`src/rtl/start_validator.sv`:
```
// start_validator: majority-vote UART start-bit check with post-accept busy hold; START_GLITCH_CNT_EN adds a saturating glitch counter
module start_validator #(
  parameter int PRESCALE_W   = 6,
  parameter int SAMPLES      = 3,
  parameter int GLITCH_CNT_W = 8
) (
  input  logic                    clk_stv,
  input  logic                    rst_stv,
  input  logic                    en_stv,
  input  logic                    rx_in_stv,
  input  logic [PRESCALE_W-1:0]   prescale_stv,
  input  logic                    frame_done_stv,
`ifdef START_GLITCH_CNT_EN
  input  logic                    glitch_clr_stv,
  output logic [GLITCH_CNT_W-1:0] glitch_cnt_stv,
`endif
  output logic                    start_valid_stv,
  output logic                    start_glitch_stv,
  output logic                    busy_stv,
  output logic [PRESCALE_W-1:0]   edge_cnt_stv
);
  localparam int HALF = SAMPLES / 2;
  localparam int VW = $clog2(SAMPLES + 1);
  typedef enum logic [1:0] {S_IDLE, S_CHECK, S_WAIT} state_t;
  if (!(SAMPLES == 3 || SAMPLES == 5) || GLITCH_CNT_W < 1) begin : g_bad_param
    $error("start_validator: SAMPLES must be 3 or 5 and GLITCH_CNT_W >= 1");
  end
  state_t                  state;
  logic                    rx_prev;
  logic [VW-1:0]           vote;
  logic [PRESCALE_W-1:0]   presc_q;
  logic                    edge_det, in_win, last_win, vote_ok;
  logic [PRESCALE_W-1:0]   mid, win_lo, win_hi;
  logic [VW-1:0]           vote_nxt;
  always_comb begin
    edge_det = rx_prev && !rx_in_stv && en_stv;
    mid      = presc_q >> 1;
    win_lo   = mid - PRESCALE_W'(HALF);
    win_hi   = mid + PRESCALE_W'(HALF);
    in_win   = edge_cnt_stv >= win_lo && edge_cnt_stv <= win_hi;
    last_win = edge_cnt_stv == win_hi;
    vote_nxt = vote + VW'(!rx_in_stv);
    vote_ok  = vote_nxt > VW'(HALF);
  end
  always_ff @(posedge clk_stv or negedge rst_stv) begin
    if (!rst_stv) begin
      state            <= S_IDLE;
      rx_prev          <= 1'b1;
      vote             <= '0;
      presc_q          <= '0;
      edge_cnt_stv     <= '0;
      busy_stv         <= 1'b0;
      start_valid_stv  <= 1'b0;
      start_glitch_stv <= 1'b0;
    end else begin
      rx_prev          <= rx_in_stv;
      start_valid_stv  <= 1'b0;
      start_glitch_stv <= 1'b0;
      case (state)
        S_IDLE: if (edge_det) begin
          if (prescale_stv >= PRESCALE_W'(SAMPLES + 1)) begin
            state        <= S_CHECK;
            busy_stv     <= 1'b1;
            edge_cnt_stv <= PRESCALE_W'(1);
            vote         <= '0;
            presc_q      <= prescale_stv;
          end else start_glitch_stv <= 1'b1;
        end
        S_CHECK: if (!en_stv) begin
          state        <= S_IDLE;
          busy_stv     <= 1'b0;
          edge_cnt_stv <= '0;
        end else begin
          edge_cnt_stv <= edge_cnt_stv + PRESCALE_W'(1);
          if (in_win) vote <= vote_nxt;
          if (last_win) begin
            state            <= vote_ok ? S_WAIT : S_IDLE;
            busy_stv         <= vote_ok;
            start_valid_stv  <= vote_ok;
            start_glitch_stv <= !vote_ok;
            if (!vote_ok) edge_cnt_stv <= '0;
          end
        end
        S_WAIT: if (!en_stv || frame_done_stv) begin
          state        <= S_IDLE;
          busy_stv     <= 1'b0;
          edge_cnt_stv <= '0;
        end else edge_cnt_stv <= edge_cnt_stv + PRESCALE_W'(1);
        default: begin
          state        <= S_IDLE;
          busy_stv     <= 1'b0;
          edge_cnt_stv <= '0;
        end
      endcase
    end
  end
`ifdef START_GLITCH_CNT_EN
  always_ff @(posedge clk_stv or negedge rst_stv) begin
    if (!rst_stv) glitch_cnt_stv <= '0;
    else glitch_cnt_stv <= glitch_clr_stv ? '0 :
      (start_glitch_stv && glitch_cnt_stv != '1) ? glitch_cnt_stv + GLITCH_CNT_W'(1) : glitch_cnt_stv;
  end
`endif
endmodule
```
`config.mk`:
```
export PLATFORM = sky130hd
export DESIGN_NAME = start_validator
export DESIGN_NICKNAME = d
export VERILOG_FILES = /design/src/rtl/start_validator.sv
export SDC_FILE = /design/constraint.sdc
export NUM_CORES = 1
export LEC_CHECK = 0
export CORE_UTILIZATION = 35
export CTS_CLUSTER_DIAMETER = 40
export DETAILED_ROUTE_END_ITERATION = 12
export DONT_BUFFER_PORTS = 1
export PLACE_DENSITY = 0.59
export SLEW_MARGIN = 20
export SYNTH_ARGS = -nofsm -noshare
export SYNTH_HDL_FRONTEND = slang
export SYNTH_SLANG_ARGS = --single-unit
```
`constraint.sdc`:
```
create_clock -name clk_stv -period 2.5 [get_ports clk_stv]
set_input_delay 0.5 -clock clk_stv [delete_from_list [all_inputs] [get_ports clk_stv]]
set_output_delay 0.5 -clock clk_stv [all_outputs]
set_load 0.005 [all_outputs]
```
==> out/metrics.csv <==
stage;metric;value;unit
cells_and_area;final_util;40.9;%
grt;antenna_found_initial;0;
cells_and_area;final_common_cell;nand2_1;
worst_setup_path;worst-endpoint-required;2.71;ns
clocking;cts_max_path_buffers;2;
pwr;p_total;0.00101;W
floorplan;ioPinCount;20;
logic_synthesis;syn_area;1270;µm²
pwr;power_density;721;nW/µm²
status;outcome;complete, no violations;
detailed_routing;first_pass_iters;4;
clocking;clk_pin_slew_worst_paths;0.12;ns
pwr;p_leak;0.673;nW
clocking;clockRootBuffer;clkbuf_4;
worst_setup_path;crit_type;reg -> reg;
timing;holdWs;0.167;ns
placed_design;io_buffers;0;
worst_setup_path;cp.arrival;2.59;ns
logic_synthesis;synth_seq_cells;19;
floorplan;core_area;3420;µm²
logic_synthesis;ys_warn_count;0;
detailed_routing;drt_iter0_markers;18;
grt;grt_overflow;0;
grt;gr-usage-all-layers;15.5;%
floorplan;start_util;37.3;%
detailed_routing;wire_per_inst;14.7;µm
grt;grt_pass1_vias;999;
worst_hold_path;hold_class;in -> reg;
timing;drv_slew;0;
logic_synthesis;synth.avg_cell_area;9.16;µm²
logic_synthesis;synth_edf_count;0;
timing;setup_violations;0;
clocking;cts.sink_count;19;
timing;timing_hold_violations_final;0;
floorplan;rows;21;
worst_setup_path;start_kind;register;
timing;tns;0;ns
timing;slew_headroom;43.3;%
placed_design;hpwl;2.15;mm
detailed_routing;ant_nets;0;
placed_design;dp_slack;0.127;ns
cells_and_area;syn2layout_area_growth;9.63;%
worst_setup_path;crit_fanout;5;
timing;period_needed;2.38;ns
clocking;clkLatencyLatePin;0.31;ns
timing;fmax;420;MHz
detailed_routing;vias;1024;
logic_synthesis;synth.distinct_cells;34;
detailed_routing;postRouteWirelength;2.82;mm
timing;skew;0.00971;ns
floorplan;fp.dieArea;3880;µm²
cells_and_area;layout_common_cells;20 x nand2_1, 18 x dfrtp_1, 15 x ha_1;
grt;grt_first_pass_wirelength;4.65;mm
timing;rsz0062_at_grt;false;
logic_synthesis;syn_nets;165;
cells_and_area;nets;173;
logic_synthesis;synth-main-ff-cell;dfrtp_1;
cells_and_area;drive_gt1_share;10.3;%
grt;grt_max_degree;19;
clocking;htreeDepth;1;
clocking;tritoncts;built;
logic_synthesis;async_reset_ff_share;100;%
detailed_routing;drc_errors;0;
detailed_routing;routed_via_density;5.33;
floorplan;die_y;62.3;µm
logic_synthesis;synth_seq_area_share;37.4;%
clocking;cts_buffers;3;
timing;layout_setup_ws;0.119;ns
timing;worst_pin_slew;0.848;ns
flow_run;drv_cap;0;
worst_setup_path;endpoint_kind;register;
timing;period_share;95.3;%
cells_and_area;num_antenna_cells;0;
floorplan;die_w;62.3;µm
placed_design;gp_congestion;0.753;
pwr;vdd_drop_max;292;µV
logic_synthesis;synthCells;139;
[per-layer routing]
layer  vias to the layer above  wire length [µm]  GRT usage [%]
met5                         -                 0              0
met4                         0                44           6.10
met3                         4                80           3.13
met2                        10              1330           26.0
met1                       496              1360           19.5
li1                        514                 -              -
[critical path, stage by stage (launching register included)]
cell,delay (ns)
dfrtp_1,0.43
ha_1,0.20
nand3_1,0.10
xor2_1,0.17
ha_1,0.29
and4_1,0.25
and3_1,0.26
o22ai_1,0.11
a21o_1,0.19
a211o_1,0.28
[power breakdown]
group	internal (W)	switching, W
Clock	0.0000611	0.000105
Combinational	0.000186	0.000232
Sequential	0.000359	0.0000642
Total	0.000606	0.000401
[cells in the mapped netlist (4+ instances only)]
master / count / share of area, %
inv_1: 9 / 2.7
nand2_1: 20 / 5.9
and3_1: 4 / 2.0
a21oi_1: 4 / 1.6
nor3b_1: 7 / 4.1
a21o_1: 5 / 2.9
nand3_1: 6 / 2.4
o21ai_0: 11 / 4.3
dfrtp_1: 18 / 35
ha_1: 15 / 15
xnor2_1: 4 / 2.8
nor3_1: 4 / 1.6
[metrics by stage]
step | instance area [µm²] | std cells
floorplan | 1270 | 139
global placement | 1350 | 186
detailed placement | 1350 | 186
CTS | 1400 | 192
global route | 1400 | 192
finish | 1400 | 192
[repair_timing]
action,4_1_cts,5_1_grt
endpoints found under the setup margin,0,1
hold endpoints to repair,18,0
buffers inserted,0,0
hold buffers,2,0
gates resized for setup,0,1
[path summary, 6_finish.rpt]
path                                        start              endpoint  slack, ns  cells past startpoint
setup / recovery           presc_q[1]$_DFFE_PN0P_  busy_stv$_DFFE_PN0P_       0.12                      9
hold / removal                          rx_in_stv     rx_prev$_DFF_PN1_       0.17                      0
setup reg to reg           presc_q[1]$_DFFE_PN0P_  busy_stv$_DFFE_PN0P_       0.12                      9
hold reg to reg              busy_stv$_DFFE_PN0P_  busy_stv$_DFFE_PN0P_       0.53                      1
max in group asynchronous                 rst_stv   vote[1]$_DFFE_PN0P_       1.25                      1
min in group asynchronous                 rst_stv     rx_prev$_DFF_PN1_       0.62                      1
[area by class of cell]
type | instances | area, µm²
fillers | 370 | 2020
multi-input cells | 109 | 756
flip-flops and latches | 19 | 477
well taps | 46 | 57.6
repair buffers | 5 | 42.5
inverters | 9 | 33.8
clock buffers | 3 | 22.5
clock inverters | 1 | 7.51
[flip-flops by register name, summed over array words and instances, names as in the netlist]
name and cells:
start_glitch_stv 1, vote 2, busy_stv 1, start_valid_stv 1, presc_q 5, state 2, rx_prev 1, edge_cnt_stv 6
[cell families (layout without fill, tap and decap cells)]
kind of cell             count (synthesis)  in the layout  share of synthesized area [%]
AO/OA/AOI/OAI                           31             31                           16.1
XOR/XNOR                                 7              7                           4.81
adder cells (fa/ha/maj)                 15             15                           14.7
buffers and inverters                   11             18                           3.24
flip-flops                              19             19                           37.4
AND/OR/NAND/NOR                         56             56                           23.7
No activity file was read; power rests on OpenSTA's default activity.
